File: src/rtl/fp_issue_ctrl.sv
// fp_issue_ctrl: core-side issue/writeback controller for an FPU with
// valid/ready handshakes. Issues decoded FP instructions, tracks destination
// info of in-flight ops in an ordered tag FIFO, routes results to the FP or
// integer register file, accumulates sticky exception flags and drains the
// FPU on a pipeline flush.
// Optional feature: define FP_SCOREBOARD_EN to enable a 32-entry busy vector
// for FP destinations that blocks issue on RAW/WAW hazards.
module fp_issue_ctrl #(
    parameter int DEPTH = 4,
    parameter int FLAGW = 5
) (
    input  logic             clk_i,
    input  logic             rst_i,
    input  logic             instr_valid_i,
    output logic             instr_ready_o,
    input  logic [31:0]      instr_i,
    input  logic [4:0]       dec_rd_i,
    input  logic             dec_wb_int_i,
    input  logic [14:0]      dec_rs_i,
    output logic             fpu_valid_o,
    output logic [31:0]      fpu_instr_o,
    input  logic             fpu_ready_i,
    output logic             fpu_flush_o,
    input  logic             fpu_busy_i,
    input  logic             fpu_out_valid_i,
    output logic             fpu_out_ready_o,
    input  logic [31:0]      fpu_result_i,
    input  logic [FLAGW-1:0] fpu_status_i,
    input  logic             irf_gnt_i,
    output logic             frf_we_o,
    output logic [4:0]       frf_waddr_o,
    output logic [31:0]      frf_wdata_o,
    output logic             irf_we_o,
    output logic [4:0]       irf_waddr_o,
    output logic [31:0]      irf_wdata_o,
    output logic [FLAGW-1:0] fflags_o,
    input  logic             fflags_clr_i,
    input  logic             flush_i,
    output logic             busy_o,
    output logic             err_o
);

    localparam int PTR_W = $clog2(DEPTH);
    localparam int CNT_W = PTR_W + 1;

    typedef enum logic [1:0] {
        RUN   = 2'd0,
        FLUSH = 2'd1,
        DRAIN = 2'd2
    } state_t;

    state_t state, state_nxt;

    // Tag FIFO: each entry is {rd, wb_int}
    logic [5:0]       fifo_mem [DEPTH];
    logic [PTR_W-1:0] wr_ptr, rd_ptr;
    logic [CNT_W-1:0] count;
    logic             full, empty;
    logic [4:0]       head_rd;
    logic             head_wb_int;

    logic             run;
    logic             hazard;
    logic             push, pop;

    // Registered writeback stage
    logic             wb_vld;
    logic             wb_int;
    logic [4:0]       wb_addr;
    logic [31:0]      wb_data;

    assign full        = (count == CNT_W'(DEPTH));
    assign empty       = (count == '0);
    assign head_rd     = fifo_mem[rd_ptr][5:1];
    assign head_wb_int = fifo_mem[rd_ptr][0];
    assign run         = (state == RUN);

    assign push = instr_ready_o;
    assign pop  = run & fpu_out_valid_i & fpu_out_ready_o & ~empty;

    assign fpu_instr_o = instr_i;
    assign busy_o      = ~empty | ~run;

    assign frf_we_o    = wb_vld & ~wb_int;
    assign irf_we_o    = wb_vld & wb_int;
    assign frf_waddr_o = wb_addr;
    assign irf_waddr_o = wb_addr;
    assign frf_wdata_o = wb_data;
    assign irf_wdata_o = wb_data;

`ifdef FP_SCOREBOARD_EN
    logic [31:0] sb_busy;

    // An op may not issue while any of its sources or its destination is pending
    always_comb begin
        hazard = sb_busy[dec_rs_i[4:0]] | sb_busy[dec_rs_i[9:5]] |
                 sb_busy[dec_rs_i[14:10]] | sb_busy[dec_rd_i];
    end

    // Busy bits: set on FP-destination push, cleared when that op's result pops
    always_ff @(posedge clk_i or posedge rst_i) begin
        if (rst_i) begin
            sb_busy <= '0;
        end else if (state == FLUSH) begin
            sb_busy <= '0;
        end else begin
            if (pop && !head_wb_int) sb_busy[head_rd] <= 1'b0;
            if (push && !dec_wb_int_i) sb_busy[dec_rd_i] <= 1'b1;
        end
    end
`else
    logic unused_rs;
    assign unused_rs = ^dec_rs_i;
    assign hazard    = 1'b0;
`endif

    // State register
    always_ff @(posedge clk_i or posedge rst_i) begin
        if (rst_i) state <= RUN;
        else       state <= state_nxt;
    end

    // Next-state and handshake outputs
    always_comb begin
        state_nxt       = state;
        fpu_valid_o     = 1'b0;
        instr_ready_o   = 1'b0;
        fpu_out_ready_o = 1'b0;
        fpu_flush_o     = 1'b0;
        case (state)
            RUN: begin
                fpu_valid_o   = instr_valid_i & ~full & ~hazard;
                instr_ready_o = fpu_valid_o & fpu_ready_i;
                // With nothing in flight, any result is swallowed (and flagged as error)
                fpu_out_ready_o = empty ? fpu_out_valid_i : (~head_wb_int | irf_gnt_i);
                if (flush_i) state_nxt = FLUSH;
            end
            FLUSH: begin
                fpu_flush_o     = 1'b1;
                fpu_out_ready_o = 1'b1;
                state_nxt       = flush_i ? FLUSH : DRAIN;
            end
            DRAIN: begin
                fpu_out_ready_o = 1'b1;
                if (flush_i)                              state_nxt = FLUSH;
                else if (!fpu_busy_i && !fpu_out_valid_i) state_nxt = RUN;
            end
            default: state_nxt = RUN;
        endcase
    end

    // Tag FIFO pointers and occupancy; emptied at the end of the flush cycle
    always_ff @(posedge clk_i or posedge rst_i) begin
        if (rst_i) begin
            wr_ptr <= '0;
            rd_ptr <= '0;
            count  <= '0;
        end else if (state == FLUSH) begin
            wr_ptr <= '0;
            rd_ptr <= '0;
            count  <= '0;
        end else begin
            if (push) wr_ptr <= wr_ptr + PTR_W'(1);
            if (pop)  rd_ptr <= rd_ptr + PTR_W'(1);
            case ({push, pop})
                2'b10:   count <= count + CNT_W'(1);
                2'b01:   count <= count - CNT_W'(1);
                default: count <= count;
            endcase
        end
    end

    // Tag FIFO storage
    always_ff @(posedge clk_i) begin
        if (push) fifo_mem[wr_ptr] <= {dec_rd_i, dec_wb_int_i};
    end

    // Writeback register: one-cycle pulse after the result handshake,
    // dropped if the following cycle is the flush cycle
    always_ff @(posedge clk_i or posedge rst_i) begin
        if (rst_i) begin
            wb_vld  <= 1'b0;
            wb_int  <= 1'b0;
            wb_addr <= '0;
            wb_data <= '0;
        end else begin
            wb_vld <= pop & ~flush_i;
            if (pop) begin
                wb_int  <= head_wb_int;
                wb_addr <= head_rd;
                wb_data <= fpu_result_i;
            end
        end
    end

    // Sticky exception flags; a clear wins over that cycle's accumulation
    always_ff @(posedge clk_i or posedge rst_i) begin
        if (rst_i)             fflags_o <= '0;
        else if (fflags_clr_i) fflags_o <= '0;
        else if (pop)          fflags_o <= fflags_o | fpu_status_i;
    end

    // Sticky error: a result arrived while nothing was in flight
    always_ff @(posedge clk_i or posedge rst_i) begin
        if (rst_i)                                err_o <= 1'b0;
        else if (run && fpu_out_valid_i && empty) err_o <= 1'b1;
    end

endmodule

File: config.mk
export PLATFORM = sky130hd
export DESIGN_NAME = fp_issue_ctrl
export DESIGN_NICKNAME = d
export VERILOG_FILES = /design/src/rtl/fp_issue_ctrl.sv
export SDC_FILE = /design/constraint.sdc
export NUM_CORES = 1
export LEC_CHECK = 0
export ABC_AREA = 1
export BUFFER_PORTS_ARGS = -buffer_cell sky130_fd_sc_hd__buf_2
export CORE_ASPECT_RATIO = 1.5
export CORE_UTILIZATION = 40
export DETAILED_ROUTE_END_ITERATION = 10
export PLACE_DENSITY_LB_ADDON = 0.12
export SYNTH_ARGS = -nofsm -noshare
export SYNTH_HDL_FRONTEND = slang
export SYNTH_SLANG_ARGS = --single-unit
File: constraint.sdc
create_clock -name clk_i -period 2.2 [get_ports clk_i]
set_input_delay 0.44 -clock clk_i [delete_from_list [all_inputs] [get_ports clk_i]]
set_output_delay 0.44 -clock clk_i [all_outputs]
set_load 0.01 [all_outputs]
Yosys cells after proc, flatten, opt, wreduce, memory -nomap -nowiden
Memories as Yosys holds them, arrays and structs flattened.
Cells that the tools add are included.
{ "classes": {"n_eq_ne": 7, "reduce_logical": 13, "addsub": 4, "bitwise_logic": 17, "n_mux": 20} }
{ "op_table": {"columns": ["cell", "n"], "rows": [
  ["2-bit two-way mux", 8],
  ["5-bit two-way mux", 2],
  ["1-bit AND", 8],
  ["1-bit two-way mux", 6],
  ["1-bit inverter", 6],
  ["2-bit one-hot mux with 3 select lines", 1],
  ["3-bit one-hot mux with 2 select lines", 1],
  ["2-bit nonzero test", 3],
  ["5-bit OR", 1],
  ["2-bit by 1-bit adder with 2-bit output, second input constant", 2],
  ["2-bit by 1-bit == test with 1-bit output, second input constant", 2],
  ["2-bit == test, second input constant", 2],
  ["3-bit by 1-bit adder with 3-bit output, second input constant", 1],
  ["3-bit == test, second input constant", 1],
  ["1-bit logical AND", 3],
  ["3-bit logical NOT", 1],
  ["3-bit two-way mux", 1],
  ["3-bit != test, second input constant", 1],
  ["3-bit nonzero test", 1],
  ["3-bit by 1-bit subtractor with 3-bit output, second input constant", 1],
  ["1-bit logical NOT", 2],
  ["2-bit logical NOT", 1],
  ["2-bit != test, second input constant", 1],
  ["1-bit OR", 2],
  ["3 further kinds", 3]
]} }
{ "word_totals": {"output_inout_bits": 119, "n_memories": 1, "ram_bits": 24, "ff_bits": 54, "input_bits": 99} }
{ "memory_table": {"columns": ["memory", "words", "width", "read_ports", "rd_ports_with_merged_regs", "write_ports", "line_no", "text"], "rows": [
  ["fifo_mem", 4, 6, 1, 0, 1, "55", "logic [5:0] fifo_mem [DEPTH];"]
]} }

Depth between registers and ports, before layout
An unclocked memory read counts as a cell.
{ "depth": {"word_depth": 10, "mapped_depth": 15} }

Least setup slack after synthesis
OpenSTA, ideal clock, no wires.
{ "synth_timing": {"path_kind": "register -> register", "startpoint": "reg state[0]", "endpoint": "reg count[2]", "slack_ns": -0.159, "setup_ns": 0.116, "arrival_time_ns": 2.242, "required_ns": 2.084, "path_stages_with_launch": 15, "path_cell_list": "dfrtp_1 -> inv_1 -> ha_1 -> nand2_1 -> a21oi_1 -> nand2_1 -> inv_1 -> nor2_1 -> fa_1 -> xnor2_1 -> inv_1 -> nand2_1 -> nand2_1 -> nand2_1 -> nand2_1"} }
{ "synth_via": {"elab_cells_between_ends": 14, "classes_between": "4 x eq/ne; 4 x mux; 3 x bitwise; 3 x reduce/logical"} }
{ "synth_lines": {"columns": ["element", "line_no", "text"], "rows": [
  ["start: declaration", "52", "state_t state, state_nxt;"],
  ["start signal: assignment", "120", "else state <= state_nxt;"],
  ["2-bit logical NOT *", "130", "case (state)"],
  ["1-bit two-way mux *", "130", null],
  ["via instr_ready_o", "15", "output logic instr_ready_o,"],
  ["2-bit by 1-bit == test with 1-bit output / 2-bit == test (equally long branches)", "165", "case ({push, pop})"],
  ["3-bit one-hot mux with 2 select lines", "165", null],
  ["3-bit two-way mux", "158", "end else if (state == FLUSH) begin"],
  ["end signal: assignment", "166", "2'b10: count <= count + CNT_W'(1);"],
  ["end signal: assignment", "167", "2'b01: count <= count - CNT_W'(1);"],
  ["end signal: assignment", "168", "default: count <= count;"],
  ["end: declaration", "57", "logic [CNT_W-1:0] count;"]
]} }
Mark *: on every way through the listed nets, which the timed path passes. The rest lies on a longest branch.
A chain may end at the register's enable or synchronous reset.

Worst setup path after layout
{ "layout_timing": {"startpoint": "reg state[1]", "endpoint": "out instr_ready_o"} }
{ "layout_via": {"elab_chain_len": 2} }
{ "layout_rtl": {"columns": ["element", "line_no"], "rows": [
  ["2-bit logical NOT", "130"],
  ["1-bit two-way mux", "130"],
  ["end: declaration", "15"]
]} }
No other way between the ends.

==> results.cfg <==
[flow_run]
cap_violations = 0

[sta]
min_period_ps = 2030
fmax_mhz = 492
fin_crit_sh_pct = 92.5
fin_skew_ps = 7.48
rsz0062_at_grt = no
timing.slew.headroom_pct = 75.7
setup-violations-final = 0
tightest_slew_ps = 365
tns_ps = 0
hold_violations = 0
drv_slew = 0

[yosys]
synth_area_mm2 = 0.00379
syn_nets = 521
yosysWarnings = 0
synth_cell_type_count = 25
synth-seq-area-share_pct = 54.6
syn_avg_cell_area_um2 = 9.18
syn_inst = 413
synth_seq_cells = 78

[clock_tree]
clk_latency_ps = 330
clkTransAtPathRegs_ps = 60
cts_buffers = 9
cts_tree = built
cts_sinks = 78
cts_hold_buffers = 0
clockBufferDepth = 2
cts_root_buf = clkbuf_16
h-tree-depth = 3

[critical_path]
r2r_end = count[2]
required_ps = 1760
path_buf_inv = 4
crit_type = flip-flop to output port
startpoint_type = flip-flop
cp_slowest_cell = dfrtp_1
critical_path.max_fanout = 5
path_depth = 8
worstPathArrival_ps = 1590
rr_startpoint = state[1]
crit_end = instr_ready_o
r2r_slack_ps = 210
crit_path_max_incr_delay_ps = 410
crit_path_cell_trace = inv_2, ha_4, nand2_1, a21oi_2, nand2_2, inv_2, buf_4, buf_2
cp_common_cell = inv_2
rr_worst_depth = 14
cp_top_family = buffers and inverters
worstSetupEndpointType = output port
critPathLaunch = state[1]

[drt]
first_pass_iters = 5
wl_per_cell_um = 13.7
drt-initial-drc-count = 148
drc_errors = 0
viasPerCell = 4.60
ant_nets = 0
vias = 2859
routed_wl_um = 8490

[pwr]
combPwrFrac_pct = 38.0
clock_power_share_pct = 25.2
netSwitchingFraction_pct = 36.4
p_int_w = 0.00371
p_switching_w = 0.00212
seqPwrFrac_pct = 36.8
power_density_mw_per_mm2 = 1270
p_leak_nw = 2.47
ir_drop_v = 0.000560

[global_routing]
antenna_found_initial = 0
grt_max_degree = 29
grt_pass1_wl_um = 13100
grt_pass1_vias = 2775
gr-total-overflow = 0
track_usage_pct = 18.2

[cells_and_area]
post-route-util_pct = 49.6
layout_common_cells = 144 x nand2_1, 138 x buf_2, 51 x dfrtp_1
drive_gt1_share_pct = 38.5
areaGrowthSynthToFinish_pct = 21.0
fin_nets = 612
seqCellArea_mm2 = 0.00208
final_common_cell = nand2_1
multiInputGateArea_mm2 = 0.00109
diodes = 0
final.fill_count = 890

[floorplan]
die_h_um = 121
start_util_pct = 41.0
dieArea_mm2 = 0.00988
core_mm2 = 0.00925
pin_count = 218
row_count = 43
die_x_um = 81.5

[place]
gp_congestion = 0.800
dp_hpwl_um = 6270
portBuffers = 138

[worst_hold_path]
hold_path.class = primary input to async pin

[status]
status = completed
## repair_timing
item | CTS | global route
pin swaps | 0 | 2
setup endpoints to repair | 1 | 8
gates resized for setup | 1 | 14
setup buffers | 0 | 3
## Yosys cell counts
cell        n  area share, %
a21oi_1    10            1.3
dfrtp_1    54             36
clkbuf_1    2           0.20
nor3_2      1           0.26
buf_6       1           0.30
nor3_1      1           0.13
edfxtp_1   24             19
xnor2_1     1           0.23
nand3_1     9            1.2
nand2_1   145             14
nor2_2      1           0.17
inv_2       2           0.20
o21ai_0    18            2.4
inv_1      28            2.8
a31o_2      1           0.23
nand3b_1    1           0.20
buf_2       7           0.92
nand2_2     1           0.17
o22ai_1     5           0.82
nand3_4     1           0.46
nor2_1     21            2.1
nand4_1     1           0.17
ha_1        8            2.6
buf_4      69             14
fa_1        1           0.53
## worst min-delay path by stage
stage	start	to
after floorplan	wb_int	wb_int
after global placement	err_o	err_o
after detailed placement	err_o	err_o
after CTS	rst_i	wb_vld
after global routing	rst_i	wb_vld
final	rst_i	wb_vld
## power by group through the flow
stage | sequential [W] | combinational [W] | clock [W]
after floorplan | 0.00226 | 0.00147 | 0
after global placement | 0.00215 | 0.00212 | 0
after detailed placement | 0.00217 | 0.00214 | 0
after CTS | 0.00214 | 0.00215 | 0.00152
after global routing | 0.00221 | 0.00253 | 0.00158
final | 0.00215 | 0.00222 | 0.00147
## cell families (layout without fill, tap and decap cells)
kind of cell / Yosys count / in the layout / synth area share [%]
xor+xnor: 1 / 1 / 0.231
buf+inv: 109 / 205 / 18.0
compound gates: 34 / 34 / 4.75
fa+ha+maj: 9 / 9 / 3.17
flops: 78 / 78 / 54.6
simple gates: 182 / 182 / 19.2
## worst reg2reg max path: cells and delay by family (launching register included)
kind	cells	cell delay, ps
AO/OA/AOI/OAI	1	160
XOR/XNOR	1	170
adder cells (fa/ha/maj)	2	510
buffers and inverters	3	230
flip-flops	1	410
AND/OR/NAND/NOR	7	430
## per-layer routing
layer	wire length (um)	vias up	track usage (%)
li1	-	1410	-
met1	3070	1321	18.6
met2	4540	90	32.0
met3	483	38	4.36
met4	402	0	11.8
met5	0	-	0
## through the flow
stage	power, W	hold WS, ps	cells	worst slack, ps	area, um^2
finish	0.00583	114	621	166	4590
CTS	0.00581	113	618	36.9	4520
global route	0.00631	120	621	54.9	4590
detailed placement	0.00430	449	602	21.7	4220
floorplan	0.00374	475	413	41.4	3800
global placement	0.00426	449	602	64.7	4220
## registers in the layout, summed over array words and instances, names as in the netlist
| name | count |
|---|---|
| fifo_mem | 24 |
| err_o | 1 |
| frf_wdata_o | 32 |
| wb_vld | 1 |
| frf_waddr_o | 5 |
| fflags_o | 5 |
| wb_int | 1 |
| wr_ptr | 2 |
| rd_ptr | 2 |
| count | 3 |
| state | 2 |
## area by class of cell
class | count | area share (%)
clock buffer | 12 | 5.37
clock inverter | 4 | 1.14
inverter | 30 | 2.45
multi-input combinational | 226 | 23.7
sequential | 78 | 45.2
tap | 112 | 3.05
timing repair buffer | 159 | 19.0
Note: power is estimated with default switching activity, not from simulation.
